## src/rtl/conv_column_sequencer_pkg.sv

```systemverilog
// Shared definitions for the convolution column sequencer.
//   - Default lane width and kernel size.
//   - Sequencer state encoding.
//   - lane_lsb(): base bit of a lane inside a packed column vector.
package conv_column_sequencer_pkg;

    localparam int unsigned DEF_DATA_WIDTH = 32;
    localparam int unsigned DEF_KERNELSIZE = 3;

    typedef enum logic [2:0] {
        ST_IDLE     = 3'd0,
        ST_WAIT_MUL = 3'd1,
        ST_NEXT_COL = 3'd2,
        ST_FINAL    = 3'd3,
        ST_OUTPUT   = 3'd4
    } seq_state_e;

    // Lane l of a packed column occupies [l*width +: width].
    function automatic int unsigned lane_lsb(input int unsigned lane, input int unsigned width);
        return lane * width;
    endfunction

endpackage

```

## src/rtl/conv_kernel_regfile.sv

```systemverilog
// K*K weight register file with a single write port and a column-wide read port.
// Ports:
//   clk, rst        clock and synchronous active-high reset (clears all weights)
//   wr_en           write strobe (caller gates it by sequencer state)
//   wr_addr/wr_data weight index c*K+l and value; indices >= K*K are dropped
//   rd_col          kernel column to present
//   rd_data         K weights of rd_col, lane l at [l*DATA_WIDTH +: DATA_WIDTH]
module conv_kernel_regfile
    import conv_column_sequencer_pkg::*;
#(
    parameter int unsigned DATA_WIDTH = DEF_DATA_WIDTH,
    parameter int unsigned KERNELSIZE = DEF_KERNELSIZE,
    parameter int unsigned KADDR_W    = $clog2(KERNELSIZE * KERNELSIZE),
    parameter int unsigned COL_W      = 2
) (
    input  logic                             clk,
    input  logic                             rst,
    input  logic                             wr_en,
    input  logic [KADDR_W-1:0]               wr_addr,
    input  logic [DATA_WIDTH-1:0]            wr_data,
    input  logic [COL_W-1:0]                 rd_col,
    output logic [KERNELSIZE*DATA_WIDTH-1:0] rd_data
);

    localparam int unsigned DEPTH = KERNELSIZE * KERNELSIZE;

    logic [DATA_WIDTH-1:0] mem_q [DEPTH];
    logic [DATA_WIDTH-1:0] mem_d [DEPTH];
    logic [KADDR_W-1:0]    rd_idx;

    always_comb begin
        mem_d = mem_q;
        if (wr_en && (32'(wr_addr) < DEPTH)) begin
            mem_d[wr_addr] = wr_data;
        end
    end

    always_comb begin
        rd_data = '0;
        rd_idx  = '0;
        for (int unsigned l = 0; l < KERNELSIZE; l++) begin
            rd_idx = KADDR_W'(32'(rd_col) * KERNELSIZE + l);
            rd_data[lane_lsb(l, DATA_WIDTH) +: DATA_WIDTH] = mem_q[rd_idx];
        end
    end

    always_ff @(posedge clk) begin
        if (rst) begin
            for (int unsigned i = 0; i < DEPTH; i++) begin
                mem_q[i] <= '0;
            end
        end else begin
            mem_q <= mem_d;
        end
    end

endmodule

```

## src/rtl/conv_column_sequencer.sv

```systemverilog
// Control/data stage feeding matrixAccelerator. Holds a KxK kernel, accepts an
// image window one column per beat, issues each column with mStart/Add pulses,
// requests the final lane reduction and buffers the result behind valid/ready.
// Ports:
//   Clk, Rst                    clock, synchronous active-high reset
//   kWrEn/kWrAddr/kWrData       kernel weight write (honoured only when idle)
//   winValid/winReady/winData   window column input handshake
//   multiplier_out              registered pixel column to the accelerator
//   multiplicand_out            registered weight column to the accelerator
//   mStart/mReady               per-lane multiply start pulse / done
//   Add                         per-lane accumulate-previous-product pulse
//   finalAdd/finalReady         final reduction request / result valid
//   finalAccumulate             window sum from the accelerator
//   accClear                    one-cycle accumulator clear after result pickup
//   resValid/resReady/resData   single-entry result buffer handshake
//   busy                        sequencer not idle
module conv_column_sequencer
    import conv_column_sequencer_pkg::*;
#(
    parameter int unsigned DATA_WIDTH = DEF_DATA_WIDTH,
    parameter int unsigned KERNELSIZE = DEF_KERNELSIZE,
    parameter int unsigned KADDR_W    = $clog2(KERNELSIZE * KERNELSIZE)
) (
    input  logic                             Clk,
    input  logic                             Rst,
    input  logic                             kWrEn,
    input  logic [KADDR_W-1:0]               kWrAddr,
    input  logic [DATA_WIDTH-1:0]            kWrData,
    input  logic                             winValid,
    output logic                             winReady,
    input  logic [KERNELSIZE*DATA_WIDTH-1:0] winData,
    output logic [KERNELSIZE*DATA_WIDTH-1:0] multiplier_out,
    output logic [KERNELSIZE*DATA_WIDTH-1:0] multiplicand_out,
    output logic [KERNELSIZE-1:0]            mStart,
    input  logic [KERNELSIZE-1:0]            mReady,
    output logic [KERNELSIZE-1:0]            Add,
    output logic                             finalAdd,
    input  logic                             finalReady,
    input  logic [2*DATA_WIDTH-1:0]          finalAccumulate,
    output logic                             accClear,
    output logic                             resValid,
    input  logic                             resReady,
    output logic [2*DATA_WIDTH-1:0]          resData,
    output logic                             busy
);

    localparam int unsigned COL_W = (KERNELSIZE > 1) ? $clog2(KERNELSIZE) : 1;
    localparam logic [COL_W-1:0] LAST_COL = COL_W'(KERNELSIZE - 1);

    seq_state_e                       state_q, state_d;
    logic [COL_W-1:0]                 col_q, col_d;
    logic [KERNELSIZE*DATA_WIDTH-1:0] mult_q, mult_d;
    logic [KERNELSIZE*DATA_WIDTH-1:0] mcand_q, mcand_d;
    logic                             mstart_q, mstart_d;
    logic                             add_q, add_d;
    logic                             accclear_q, accclear_d;
    logic [2*DATA_WIDTH-1:0]          res_q, res_d;

    logic                             k_wr_en;
    logic [COL_W-1:0]                 k_rd_col;
    logic [KERNELSIZE*DATA_WIDTH-1:0] k_rd_data;

    // Weights may only change between windows so an in-flight window sees one kernel.
    assign k_wr_en  = kWrEn && (state_q == ST_IDLE);
    // Kernel column that pairs with a column accepted this cycle.
    assign k_rd_col = (state_q == ST_NEXT_COL) ? (col_q + COL_W'(1)) : '0;

    conv_kernel_regfile #(
        .DATA_WIDTH (DATA_WIDTH),
        .KERNELSIZE (KERNELSIZE),
        .KADDR_W    (KADDR_W),
        .COL_W      (COL_W)
    ) u_kernel (
        .clk     (Clk),
        .rst     (Rst),
        .wr_en   (k_wr_en),
        .wr_addr (kWrAddr),
        .wr_data (kWrData),
        .rd_col  (k_rd_col),
        .rd_data (k_rd_data)
    );

    always_comb begin
        state_d    = state_q;
        col_d      = col_q;
        mult_d     = mult_q;
        mcand_d    = mcand_q;
        res_d      = res_q;
        mstart_d   = 1'b0;
        add_d      = 1'b0;
        accclear_d = 1'b0;

        unique case (state_q)
            ST_IDLE: begin
                if (winValid) begin
                    mult_d   = winData;
                    mcand_d  = k_rd_data;
                    mstart_d = 1'b1;
                    col_d    = '0;
                    state_d  = ST_WAIT_MUL;
                end
            end
            ST_WAIT_MUL: begin
                if (&mReady) begin
                    if (col_q == LAST_COL) begin
                        // Last product has no following mStart to ride on.
                        add_d   = 1'b1;
                        state_d = ST_FINAL;
                    end else begin
                        state_d = ST_NEXT_COL;
                    end
                end
            end
            ST_NEXT_COL: begin
                if (winValid) begin
                    mult_d   = winData;
                    mcand_d  = k_rd_data;
                    mstart_d = 1'b1;
                    // Accumulate the previous column's product alongside the new start.
                    add_d    = 1'b1;
                    col_d    = col_q + COL_W'(1);
                    state_d  = ST_WAIT_MUL;
                end
            end
            ST_FINAL: begin
                if (finalReady) begin
                    res_d   = finalAccumulate;
                    state_d = ST_OUTPUT;
                end
            end
            ST_OUTPUT: begin
                if (resReady) begin
                    accclear_d = 1'b1;
                    state_d    = ST_IDLE;
                end
            end
            default: begin
                state_d = ST_IDLE;
            end
        endcase
    end

    always_ff @(posedge Clk) begin
        if (Rst) begin
            state_q    <= ST_IDLE;
            col_q      <= '0;
            mult_q     <= '0;
            mcand_q    <= '0;
            mstart_q   <= 1'b0;
            add_q      <= 1'b0;
            accclear_q <= 1'b0;
            res_q      <= '0;
        end else begin
            state_q    <= state_d;
            col_q      <= col_d;
            mult_q     <= mult_d;
            mcand_q    <= mcand_d;
            mstart_q   <= mstart_d;
            add_q      <= add_d;
            accclear_q <= accclear_d;
            res_q      <= res_d;
        end
    end

    assign winReady         = (state_q == ST_IDLE) || (state_q == ST_NEXT_COL);
    assign busy             = (state_q != ST_IDLE);
    assign finalAdd         = (state_q == ST_FINAL);
    assign resValid         = (state_q == ST_OUTPUT);
    assign resData          = res_q;
    assign accClear         = accclear_q;
    assign multiplier_out   = mult_q;
    assign multiplicand_out = mcand_q;
    assign mStart           = {KERNELSIZE{mstart_q}};
    assign Add              = {KERNELSIZE{add_q}};

endmodule

```

## config.mk

```make
export PLATFORM = sky130hd
export DESIGN_NAME = conv_column_sequencer
export DESIGN_NICKNAME = d
export VERILOG_FILES = /design/src/rtl/conv_column_sequencer_pkg.sv /design/src/rtl/conv_kernel_regfile.sv /design/src/rtl/conv_column_sequencer.sv
export SDC_FILE = /design/constraint.sdc
export NUM_CORES = 1
export LEC_CHECK = 0
export ABC_AREA = 1
export CAP_MARGIN = 20
export CELL_PAD_IN_SITES_DETAIL_PLACEMENT = 2
export CELL_PAD_IN_SITES_GLOBAL_PLACEMENT = 2
export CORE_UTILIZATION = 29
export CTS_CLUSTER_DIAMETER = 60
export CTS_CLUSTER_SIZE = 10
export DETAILED_ROUTE_END_ITERATION = 10
export PLACE_DENSITY_LB_ADDON = 0.15
export SLEW_MARGIN = 20
export SYNTH_ARGS = -nofsm -noshare
export SYNTH_HDL_FRONTEND = slang
export SYNTH_HIERARCHICAL = 1
export SYNTH_SLANG_ARGS = --single-unit
```

## constraint.sdc

```tcl
create_clock -name Clk -period 3.9 [get_ports Clk]
set_clock_uncertainty 0.1 [all_clocks]
set_input_delay 0.39 -clock Clk [delete_from_list [all_inputs] [get_ports Clk]]
set_output_delay 0.39 -clock Clk [all_outputs]
set_load 0.01 [all_outputs]
```

==> results.ini <==
[cts]
ctsLongestPathBuffers = 3
post_cts_buffers = 0
root_buffer = clkbuf_16
insertion_delay_ps = 640
cts_resized = 0
cts_hold_buffers = 0
cts_max_level = 3
cts_sinks = 552
numCtsBuffers = 78
cts_tree = yes
clk_pin_slew_ps = 60

[grt]
grt_pass1_vias = 31068
antenna_found_initial = 15
grt_pass1_wl_mm = 195.5
grtUsageTotal_pct = 27.43
grt_overflow = 0
grt_start_max_net_pins = 149

[synth]
synth_top_area_share_pct = 41.14
yosys_warnings = 6
synth_area_leaders = dfxtp_1 (41%), nand2_1 (14%), nand3_1 (11%)
yosysSeqAreaShare_pct = 41.14
synthCells = 4145
yosys.area.top_type = dfxtp_1
yosys.cell_types.count = 26
ys_ff_latch = 552
syn_avg_cell_area_sq_um = 6.480
syn-num-nets = 4355
synth_area_sq_mm = 0.02686

[power_and_ir_drop]
irDropWorstVdd_mv = 0.3417
powerDensity_mw_per_mm2 = 556.8
p_leak_uw = 0.01423

[placed_design]
place.gp.congestion = 0.8240
numPortBuffers = 471
hpwlAfterDp_mm = 89.29

[die]
coreArea_sq_mm = 0.09166
die_w_um = 306.3
die_h_um = 306.3
fp.dieArea_sq_mm = 0.09384
rows = 111
start_util_pct = 29.30
ios = 472

[job]
drv_cap = 0

[timing]
fin_setup_tns_ps = 0
slew_violations = 0
setup_viol = 0
tightest_slew_ps = 1043
rsz0062_at_grt = false
finalHoldViolCount = 0
fmax_mhz = 293.5
period_needed_ps = 3407
timing.final.crit_share_pct = 87.35
holdWs_ps = 174.7
relSlewSlack_pct = 30.44

[route]
firstDrtPassIters = 7
wl_met2_mm = 68.42
initialDrtViolationCount = 1468
vias = 29300
wire_per_inst_um = 23.26
ant_nets = 0
wl_mm = 131.8
remaining_drc_errors = 0
dr_wl_met3_mm = 4.372
wl_met1_mm = 52.24
highest_layer = met5
routed_via_density = 5.171

[critical_path]
crit_arrival_ps = 3860
crit_start = state_q[2]
crit_type = flop to flop
critical_path.max_fanout = 28
start_kind = flop
reg2reg_from = state_q[2]
endpoint_kind = flop
cp.required_ps = 4350

[final_layout]
areaGrowthSynthToFinish_pct = 29.01
final_util_pct = 37.81
final_common_cell = nand2_1
fin_nets = 4637
drive_gt1_share_pct = 4.810
mostFrequentLayoutCells = nand2_1 (990), nor2_1 (726), nand3_1 (586)

[hold_path]
hold_path_startpoint = Rst
min_path_type = input port to flop

[run_status]
status = finished, final reports clean

==> per-stage QoR <==
| stage | power, uW | instance area, sq um | setup WS [ps] | cells |
|---|---|---|---|---|
| 2_1_floorplan | 9597 | 26860 | 796.8 | 4145 |
| 3_3_place_gp | 12100 | 32100 | 545.9 | 5533 |
| 3_5_place_dp | 12200 | 32100 | 487.9 | 5533 |
| 4_1_cts | 19560 | 34630 | 400.4 | 5656 |
| 5_1_grt | 20210 | 34640 | 313.5 | 5661 |
| 6_report | 19290 | 34650 | 493.4 | 5666 |
==> synth_stat cells <==
cell type    n
nand2_1    992
nor2_1     729
nand3_1    586
dfxtp_1    552
a21oi_1    386
o21ai_0    240
inv_1      233
buf_2      115
clkbuf_1   101
buf_4       48
o21ai_1     37
buf_6       31
buf_1       24
nor3_1      14
o211ai_1    13
clkbuf_2    11
nor2_2      10
inv_2        8
ha_1         5
nor2_4       3
nand2_2      2
inv_4        1
nand2_4      1
nand4_1      1
nand4_2      1
nor3_2       1
==> state kept, by name, indices dropped and copies added, names as in the netlist <==
signal / flops
u_kernel/mem_q: 288
multiplicand_out: 96
multiplier_out: 96
resData: 64
state_q: 3
col_q: 2
accClear: 1
add_q: 1
mstart_q: 1
==> area by class of cell <==
class                   count  area (sq um)
fillers                 10912         57010
multi-input cells        3021         13200
flip-flops and latches    552         11050
repair buffers            532          5428
clock buffers              92          2117
well taps                1186          1484
inverters                 242         935.9
clock inverters            31         412.9
diodes                     10         25.02
==> worst paths after layout <==
check / end / slack, ps / cells past startpoint
setup / recovery: multiplicand_out[3] / 490 / 12
hold reg to reg: resData[56] / 360 / 2
hold / removal: u_kernel/mem_q[271] / 170 / 2
setup reg to reg: multiplicand_out[3] / 490 / 12
==> power breakdown <==
group / leakage (uW) / internal (uW) / switching (uW)
logic: 0.00850 / 1900 / 3800
clock network: 0.00123 / 4380 / 2880
registers: 0.00449 / 6070 / 266
total: 0.0142 / 12300 / 6950
==> cells by family after synthesis <==
family                     after synthesis  share of synthesized area [%]
adders and majority gates                5                         0.2329
AOI/OAI and AO/OA                      676                          12.72
and+or+nand+nor                       2340                          35.78
DFF                                    552                          41.14
buffers and inverters                  572                          10.13
==> layer usage <==
| metal | GRT usage (%) | vias up |
|---|---|---|
| met3 | 3.574 | 260 |
| met2 | 51.07 | 542 |
| met4 | 13.49 | 12 |
| li1 | - | 13883 |
| met5 | 0 | - |
| met1 | 30.43 | 14603 |
==> worst max-delay path, cell delays in order (launching register included) <==
cell and delay, ps:
dfxtp_1 390, nor2_4 240, nand2_1 160, nor2_4 210, buf_4 360, ha_2 270
inv_2 130, nor3_4 630, buf_4 400, nand2_1 100, nand2_1 80, o21ai_0 100
nor2_1 150
Power figures use the tool's default switching activity.
